`src/rtl/uart_pkg.sv`:
```
// ============================================================================
// uart_pkg : FSM states, line-control struct and helpers shared by UART TX/RX
// Revision : 1.0
// ============================================================================
`default_nettype none

package uart_pkg;

  localparam int UART_OSR_DEFAULT = 16;

  localparam logic [1:0] WLS_5 = 2'b00;
  localparam logic [1:0] WLS_6 = 2'b01;
  localparam logic [1:0] WLS_7 = 2'b10;
  localparam logic [1:0] WLS_8 = 2'b11;

  typedef enum logic [2:0] {
    ST_IDLE   = 3'd0,
    ST_START  = 3'd1,
    ST_DATA   = 3'd2,
    ST_PARITY = 3'd3,
    ST_STOP   = 3'd4
  } uart_state_e;

  typedef struct packed {
    logic [1:0] wls;
    logic       stb;
    logic       pen;
    logic       eps;
    logic       sp;
  } uart_lcr_t;

  function automatic logic [3:0] data_bits(input logic [1:0] wls);
    return 4'd5 + {2'b00, wls};
  endfunction

endpackage

`default_nettype wire

```
`src/rtl/uart_parity_gen.sv`:
```
// ============================================================================
// uart_parity_gen : parity bit for the active word length (same rule as RX)
// Revision        : 1.0
// ============================================================================
`default_nettype none

module uart_parity_gen (
  input  logic [7:0] data_i,
  input  logic [1:0] wls_i,
  input  logic       eps_i,
  input  logic       sp_i,
  output logic       parity_o
);

  logic [7:0] w_mask;
  logic       w_xor;

  always_comb begin
    w_mask   = 8'hFF >> (2'd3 - wls_i);
    w_xor    = ^(data_i & w_mask);
    // Stick parity forces the inverse of eps regardless of data.
    parity_o = sp_i ? ~eps_i : (eps_i ? w_xor : ~w_xor);
  end

endmodule

`default_nettype wire

```
`src/rtl/uart_tx_framer.sv`:
```
// ============================================================================
// uart_tx_framer : serialises a byte as start/data/parity/stop onto txd
// Optional       : UART_TX_HOLD_EN adds a one-entry holding register
// Revision       : 1.0
// ============================================================================
`default_nettype none

module uart_tx_framer
  import uart_pkg::*;
#(
  parameter int OSR   = UART_OSR_DEFAULT,
  parameter int CNT_W = 4
) (
  input  logic       clk,
  input  logic       rst_n,
  input  logic       baud_tick,
  input  logic [7:0] tx_data,
  input  logic       tx_valid,
  output logic       tx_ready,
  input  logic [1:0] wls,
  input  logic       stb,
  input  logic       pen,
  input  logic       eps,
  input  logic       sp,
  input  logic       bc,
  output logic       txd,
  output logic       tx_busy
);

  localparam logic [CNT_W-1:0] C_LAST = CNT_W'(OSR - 1);
  localparam logic [CNT_W-1:0] C_HALF = CNT_W'(OSR / 2 - 1);

  uart_state_e      state_q, state_d;
  logic [CNT_W-1:0] cnt_q, cnt_d;
  logic [2:0]       idx_q, idx_d;
  logic [7:0]       data_q, data_d;
  uart_lcr_t        lcr_q, lcr_d;

  logic       w_bit_last, w_stop_end, w_load, w_par, w_bit;
  logic       w_load_avail;
  logic [7:0] w_load_data;
  uart_lcr_t  w_load_lcr;
  logic [2:0] w_last_idx;

  assign w_bit_last = baud_tick && (cnt_q == C_LAST);
  assign w_last_idx = 3'(data_bits(lcr_q.wls) - 4'd1);
  // Second stop bit is cut to half a period for 5-bit words.
  assign w_stop_end = (state_q == ST_STOP) && baud_tick &&
                      (!lcr_q.stb ? (cnt_q == C_LAST) :
                       (idx_q[0] && (cnt_q == ((lcr_q.wls == WLS_5) ? C_HALF : C_LAST))));

`ifdef UART_TX_HOLD_EN
  logic       hold_full_q, hold_full_d;
  logic [7:0] hold_data_q;
  uart_lcr_t  hold_lcr_q;
  logic       w_accept;

  assign tx_ready     = ~hold_full_q;
  assign w_accept     = tx_valid & ~hold_full_q;
  assign w_load_avail = hold_full_q;
  assign w_load_data  = hold_data_q;
  assign w_load_lcr   = hold_lcr_q;
  assign w_load       = w_load_avail && ((state_q == ST_IDLE) || w_stop_end);
  assign hold_full_d  = (hold_full_q & ~w_load) | w_accept;
  assign tx_busy      = (state_q != ST_IDLE) | hold_full_q;

  always_ff @(posedge clk or negedge rst_n) begin
    if (!rst_n) begin
      hold_full_q <= 1'b0;
      hold_data_q <= 8'h00;
      hold_lcr_q  <= '0;
    end else begin
      hold_full_q <= hold_full_d;
      if (w_accept) begin
        hold_data_q <= tx_data;
        hold_lcr_q  <= '{wls: wls, stb: stb, pen: pen, eps: eps, sp: sp};
      end
    end
  end
`else
  assign tx_ready     = (state_q == ST_IDLE);
  assign w_load_avail = tx_valid;
  assign w_load_data  = tx_data;
  assign w_load_lcr   = '{wls: wls, stb: stb, pen: pen, eps: eps, sp: sp};
  assign w_load       = w_load_avail && (state_q == ST_IDLE);
  assign tx_busy      = (state_q != ST_IDLE);
`endif

  uart_parity_gen u_parity (
    .data_i   (data_q),
    .wls_i    (lcr_q.wls),
    .eps_i    (lcr_q.eps),
    .sp_i     (lcr_q.sp),
    .parity_o (w_par)
  );

  always_ff @(posedge clk or negedge rst_n) begin
    if (!rst_n) begin
      state_q <= ST_IDLE;
      cnt_q   <= '0;
      idx_q   <= '0;
      data_q  <= 8'h00;
      lcr_q   <= '0;
    end else begin
      state_q <= state_d;
      cnt_q   <= cnt_d;
      idx_q   <= idx_d;
      data_q  <= data_d;
      lcr_q   <= lcr_d;
    end
  end

  always_comb begin
    state_d = state_q;
    cnt_d   = cnt_q;
    idx_d   = idx_q;
    data_d  = data_q;
    lcr_d   = lcr_q;
    w_bit   = 1'b1;
    if (baud_tick && (state_q != ST_IDLE)) begin
      cnt_d = w_bit_last ? '0 : cnt_q + 1'b1;
    end
    case (state_q)
      ST_START: begin
        w_bit = 1'b0;
        if (w_bit_last) begin
          state_d = ST_DATA;
          idx_d   = '0;
        end
      end
      ST_DATA: begin
        w_bit = data_q[idx_q];
        if (w_bit_last) begin
          if (idx_q == w_last_idx) begin
            state_d = lcr_q.pen ? ST_PARITY : ST_STOP;
            idx_d   = '0;
          end else begin
            idx_d = idx_q + 3'd1;
          end
        end
      end
      ST_PARITY: begin
        w_bit = w_par;
        if (w_bit_last) begin
          state_d = ST_STOP;
          idx_d   = '0;
        end
      end
      ST_STOP: begin
        w_bit = 1'b1;
        if (w_bit_last) idx_d = idx_q + 3'd1;
        if (w_stop_end) begin
          state_d = ST_IDLE;
          idx_d   = '0;
          cnt_d   = '0;
        end
      end
      default: ;
    endcase
    if (w_load) begin
      state_d = ST_START;
      cnt_d   = '0;
      idx_d   = '0;
      data_d  = w_load_data;
      lcr_d   = w_load_lcr;
    end
  end

  assign txd = ~bc & w_bit;

endmodule

`default_nettype wire
```
`config.mk`:
```
export PLATFORM = sky130hd
export DESIGN_NAME = uart_tx_framer
export DESIGN_NICKNAME = d
export VERILOG_FILES = /design/src/rtl/uart_pkg.sv /design/src/rtl/uart_parity_gen.sv /design/src/rtl/uart_tx_framer.sv
export SDC_FILE = /design/constraint.sdc
export NUM_CORES = 1
export LEC_CHECK = 0
export CAP_MARGIN = 20
export CORE_ASPECT_RATIO = 0.9
export CORE_MARGIN = 2
export CORE_UTILIZATION = 50
export DETAILED_ROUTE_END_ITERATION = 16
export PLACE_DENSITY = 0.75
export SLEW_MARGIN = 10
export SYNTH_ARGS = -nofsm -noshare
export SYNTH_HDL_FRONTEND = slang
export SYNTH_SLANG_ARGS = --single-unit
```
`constraint.sdc`:
```
create_clock -name clk -period 2.8 [get_ports clk]
set_input_delay 0.28 -clock clk [delete_from_list [all_inputs] [get_ports clk]]
set_output_delay 0.28 -clock clk [all_outputs]
set_load 0.01 [all_outputs]
```
* Yosys cells after proc, flatten, opt, wreduce, memory -nomap -nowiden *
Index checks and enable logic that the tools add are counted.

storage, ports and cells
  input bits = 19
  register bits = 24

cells by class
  shift operators = 1
  $add $sub $neg = 5
  magnitude comparators = 1
  equality and inequality tests = 14
  reduce and logical (&&, ||, !) cells = 15
  bitwise logic cells = 5
  multiplexer cells = 27

operator list
  operator                                                                count
  3-bit two-way mux                                                       13
  4-bit two-way mux                                                       6
  3-bit inequality test (second input constant)                           5
  3-bit case mux with 4 select lines                                      1
  3-bit case mux with 3 select lines                                      1
  8-bit AND                                                               1
  8-bit parity                                                            1
  8-bit by 2-bit right shift with 8-bit output (first input constant)     1
  3-bit by 2-bit equality test with 1-bit output (second input constant)  2
  1-bit logical AND                                                       6
  6-bit AND reduction                                                     1
  5-bit nonzero test                                                      1
  4-bit by 1-bit adder with 4-bit output (second input constant)          1
  4-bit equality test                                                     1
  4-bit equality test (second input constant)                             1
  3-bit by 4-bit < comparator with 1-bit output (second input constant)   1
  1-bit two-way mux                                                       4
  4-bit inequality test (second input constant)                           1
  4-bit AND reduction                                                     1
  4-bit nonzero test                                                      1
  3-bit by 1-bit adder with 3-bit output (second input constant)          1
  3-bit by 2-bit adder with 3-bit output (first input constant)           1
  1-bit binary-select mux with 3-bit select                               1
  3-bit by 1-bit equality test with 1-bit output (second input constant)  1
  12 further kinds                                                        14

* Depth between registers and ports, before layout *
  depth in word-level cells = 9
  gate-level depth with buffers = 7
  gate-level depth less buffers = 7

* Cells and area by module *
From an unflattened synthesis, not the netlist that was laid out.

second synthesis, totals
  cells, all modules = 132
  area total of the unflattened synthesis = 1462.7 um2

modules (own cells, without submodules)
  module           instances  area each (um2)  sequential area each (um2)  cells each
  uart_tx_framer   1          1311.3           600.6                       116
  uart_parity_gen  1          151.4            0.0                         16

* Least setup slack after synthesis *
No wires, ideal clock.

  path type = flip-flop to flip-flop
  start = register cnt_q[0]
  end = register state_q[0]
  library setup time = 0.125 ns
  stages on the path, launching flop included = 7
  arrival = 1.642 ns
  data required time = 2.675 ns
  path slack = 1.033 ns
  cell sequence = dfrtp_1 -> ha_1 -> nand3_1 -> o41ai_4 -> o31ai_2 -> nor2b_4 -> mux2_4

on the way
  word-level cells in the longest chain between the ends = 6
  elaborated cells on any way between the ends = 11

ends and longest elaborated chain
  what                             line                   RTL
  from (decl)                      uart_tx_framer.sv:34   logic [CNT_W-1:0] cnt_q, cnt_d;
  from (signal assigned)           uart_tx_framer.sv:106  cnt_q <= cnt_d;
  4-bit equality test              uart_tx_framer.sv:50   (idx_q[0] && (cnt_q == ((lcr_q.wls == WLS_5) ? C_HALF : C_LAST))));
  1-bit logical AND                uart_tx_framer.sv:50
  1-bit two-way mux                uart_tx_framer.sv:49   (!lcr_q.stb ? (cnt_q == C_LAST) :
  1-bit logical AND                uart_tx_framer.sv:48   assign w_stop_end = (state_q == ST_STOP) && baud_tick &&
  3-bit inequality test (no line)  -
  6-bit AND reduction (no line) *  -
  to (signal assigned)             uart_tx_framer.sv:105  state_q <= state_d;
  to (decl)                        uart_tx_framer.sv:33   uart_state_e state_q, state_d;

Every way passes the cells marked *; elsewhere a longest branch is shown, timed or not.
A chain may end at the register's enable or synchronous reset.

* Worst setup path after layout *
  start = register lcr_q[4] in the netlist's numbering
  end = output port txd

on the way
  word-level cells in the longest chain between the ends = 9

ends and longest elaborated chain
  what                                            line                   RTL
  from (decl)                                     uart_tx_framer.sv:37   uart_lcr_t lcr_q, lcr_d;
  from (signal assigned)                          uart_tx_framer.sv:109  lcr_q <= lcr_d;
  2-bit subtractor *                              uart_parity_gen.sv:19  w_mask = 8'hFF >> (2'd3 - wls_i);
  8-bit by 2-bit right shift with 8-bit output *  uart_parity_gen.sv:19
  8-bit AND *                                     uart_parity_gen.sv:20  w_xor = ^(data_i & w_mask);
  8-bit parity *                                  uart_parity_gen.sv:20
  1-bit NOT                                       uart_parity_gen.sv:22  parity_o = sp_i ? ~eps_i : (eps_i ? w_xor : ~w_xor);
  1-bit two-way mux * (2 in a row)                uart_parity_gen.sv:22
  1-bit case mux with 3 select lines *            uart_tx_framer.sv:123  case (state_q)
  1-bit AND *                                     uart_tx_framer.sv:169  assign txd = ~bc & w_bit;
  to (decl)                                       uart_tx_framer.sv:26   output logic txd,

Marks and branches as above.

==> flow_summary.toml <==
[global_routing]
global_route_wire_length_before_repair_mm = 4.50
grt_pass1_vias = 1060
gr-usage-all-layers_pct = 18.7
overflow = 0
grt_max_degree = 25
initial_antenna_violation_count = 0

[clocking]
post_cts.repair.setup_buffers = 0
cts_tree = "yes"
clk_path_buf_depth = 2
cts_made_buffers = 3
cts_root_buffer = "sky130_fd_sc_hd__clkbuf_4"
clk_transition_reported_paths_ns = 0.13
cts-htree-levels = 1
worstSkewPairLatency_ns = 0.31
clock-sinks = 24

[worst_setup_path]
worst_ep_arrival_time_ns = 2.05
worst_ep_required_ns = 2.52
r2r_start = "cnt_q[0]$_DFF_PN0_"
r2r_slack_ns = 0.83
critical_path_class = "reg -> out"
type_of_origin_of_the_critical_path = "register"
terminus_of_the_critical_flop_to_flop_path = "state_q[0]$_DFFE_PN0P_"
path_depth = 7
slowest_stage = "sky130_fd_sc_hd__dfrtp_2"
timing.critical_path.fanout_max = 7
timing.critical_path.buf_inv = 1
worstPathCellList = "o21ai_1 > xnor2_1 > xnor3_1 > nor2_1 > xor2_1 > o22ai_1 > dlymetal6s2s_1"
critPathMaxStageDelay_ns = 0.47
critical_path_capture_point_type = "primary output"
r2r_cells = 6
timing.critical_path.max_delay_family = "XOR/XNOR gates"

[sta]
achievable_freq_mhz = 429
setup_viol_count_final = 0
period_minus_slack_ns = 2.33
final.period_utilization_pct = 83.2
rsz0062_at_grt = "false"
max_slew_margin_pct = 64.1
setup_total_neg_slack_ns = 0
worst_clock_skew_ns = 0.00601
final-max-slew-violation-count = 0
finalHoldViolations = 0
max_slew.worst_pin.slew_ns = 0.537

[final_layout]
layoutNonFillerInstCount = 204
antenna-diode-count = 0
finish.net_count = 196
final_core_util_pct = 62.1
post_route_cells_drive_above_1_share_pct = 11.5
area.growth.synth_to_final_pct = 19.7

[route]
number_of_detailed_route_iterations_in_the_first_pass = 4
route.final.wire_length_mm = 2.66
vias_per_cell = 5.43
antenna_left = 0
drc = 0
average_wire_per_cell_in_the_routed_design_um = 13.0
num_vias = 1107
drt-initial-drc-count = 70

[floorplan]
die_area_um2 = 3250
core_area_um2 = 2700
rows = 18
die_h_um = 54.2
x_dimension_of_the_die_um = 59.8
initial_core_util_pct = 51.9
floorplan.io_pins = 22

[yosys]
yosys.area.top_type = "sky130_fd_sc_hd__dfrtp_1"
postSynthAreaPerCell_um2 = 9.29
syn_area_um2 = 1400
synth_cells = 151
share_of_synthesized_area_occupied_by_flip_flops_and_latches_pct = 42.8
synth.top_cells.by_count = "sky130_fd_sc_hd__nand2_1, sky130_fd_sc_hd__dfrtp_1, sky130_fd_sc_hd__a21oi_1, sky130_fd_sc_hd__nor2_1, sky130_fd_sc_hd__xnor2_1"
synth_enable_flop_cells = 0
post-synth-top-area-fraction_pct = 42.8
synthArstFlopShare_pct = 100
post_synth_num_cell_types = 43
synth.most_common_cell = "sky130_fd_sc_hd__nand2_1"
synthesis.nets = 172
synth_warnings = 0
synth_area_leaders = "sky130_fd_sc_hd__dfrtp_1, sky130_fd_sc_hd__nand2_1, sky130_fd_sc_hd__mux4_1"
synth_flop_cell = "sky130_fd_sc_hd__dfrtp_1"
synth.ff_latch_count = 24

[pwr]
worst_ir_drop_vdd_v = 0.000226
leakagePower_uw = 0.000829
power-per-cell-area_nw_per_um2 = 468

[placed_design]
port_buffers = 21
detailedPlacementHpwl_mm = 2.06
gpl.final_weighted_congestion = 0.788
place.detailed.instances = 200

[run]
maxCapViolations = 0

[status]
status = "finished, final reports clean"

[worst_hold_path]
hold_path.class = "in -> async"
## worst max-delay path by stage
stage               slack, ns                  from                endpoint
floorplan                1.03    cnt_q[0]$_DFF_PN0_  state_q[0]$_DFFE_PN0P_
global placement         0.53  lcr_q[4]$_DFFE_PN0P_                     txd
detailed placement       0.46  lcr_q[4]$_DFFE_PN0P_                     txd
CTS                      0.08  lcr_q[4]$_DFFE_PN0P_                     txd
global route             0.30  lcr_q[4]$_DFFE_PN0P_                     txd
finish                   0.47  lcr_q[4]$_DFFE_PN0P_                     txd
## sequential cells by signal, indices dropped and copies added, names as in the netlist
signal   cells
data_q       8
lcr_q        6
cnt_q        4
idx_q        3
state_q      3
## through the flow
stage          hold slack (ns)  total power [uW]  setup WS (ns)  cell area (um^2)
4_1_cts                  0.300               798         0.0846              1680
3_3_place_gp             0.463               605          0.528              1640
5_1_grt                  0.337               835          0.296              1680
3_5_place_dp             0.464               615          0.459              1640
6_report                 0.299               786          0.470              1680
2_1_floorplan          -0.0156               547           1.03              1400
## power breakdown
group | leakage [uW] | internal, uW | switching [uW]
sequential | 0.000320 | 385 | 58.2
combinational | 0.000488 | 92.2 | 69.8
clock | 0.0000210 | 79.4 | 101
total | 0.000829 | 557 | 229
## timing repair
item	4_1_cts	5_1_grt
setup endpoints to repair	0	1
hold buffers	0	0
gates resized for setup	0	2
## per-layer routing
layer | vias up | track usage, % | part of all wire (%)
li1 | 555 | - | -
met1 | 534 | 23.1 | 47
met2 | 16 | 33.3 | 49
met3 | 2 | 2.84 | 3.4
met4 | 0 | 6.67 | 0.38
met5 | - | 0 | 0
## logic make-up after synthesis
kind of cell	after synthesis	synth area share, %
multiplexers	5	6.33
AO/OA/AOI/OAI	26	14.2
adder cells (fa/ha/maj)	2	1.78
buffers and inverters	8	2.68
AND/OR/NAND/NOR	76	25.0
flip-flops	24	42.8
XOR/XNOR	10	7.23
## layout by cell type (no fill, tap or decap), types with 2 or more instances in the layout
master / count
sky130_fd_sc_hd__a21o_1: 2
sky130_fd_sc_hd__a21oi_1: 6
sky130_fd_sc_hd__clkbuf_4: 3
sky130_fd_sc_hd__clkdlybuf4s50_1: 20
sky130_fd_sc_hd__dfrtp_1: 23
sky130_fd_sc_hd__ha_1: 2
sky130_fd_sc_hd__inv_1: 5
sky130_fd_sc_hd__mux4_1: 2
sky130_fd_sc_hd__nand2_1: 53
sky130_fd_sc_hd__nor2_1: 6
sky130_fd_sc_hd__o21ai_0: 4
sky130_fd_sc_hd__o21ai_1: 3
sky130_fd_sc_hd__o21ai_2: 2
sky130_fd_sc_hd__o22ai_1: 2
sky130_fd_sc_hd__or3_1: 3
sky130_fd_sc_hd__xnor2_1: 6
sky130_fd_sc_hd__xor2_1: 3
## final cells by class
cell class | count | area [um^2]
fillers | 248 | 1020
multi-input cells | 119 | 764
flip-flops and latches | 24 | 602
repair buffers | 22 | 220
well taps | 30 | 37.5
clock buffers | 4 | 36.3
inverters | 5 | 18.8
Note: power is estimated with default switching activity, not from simulation.
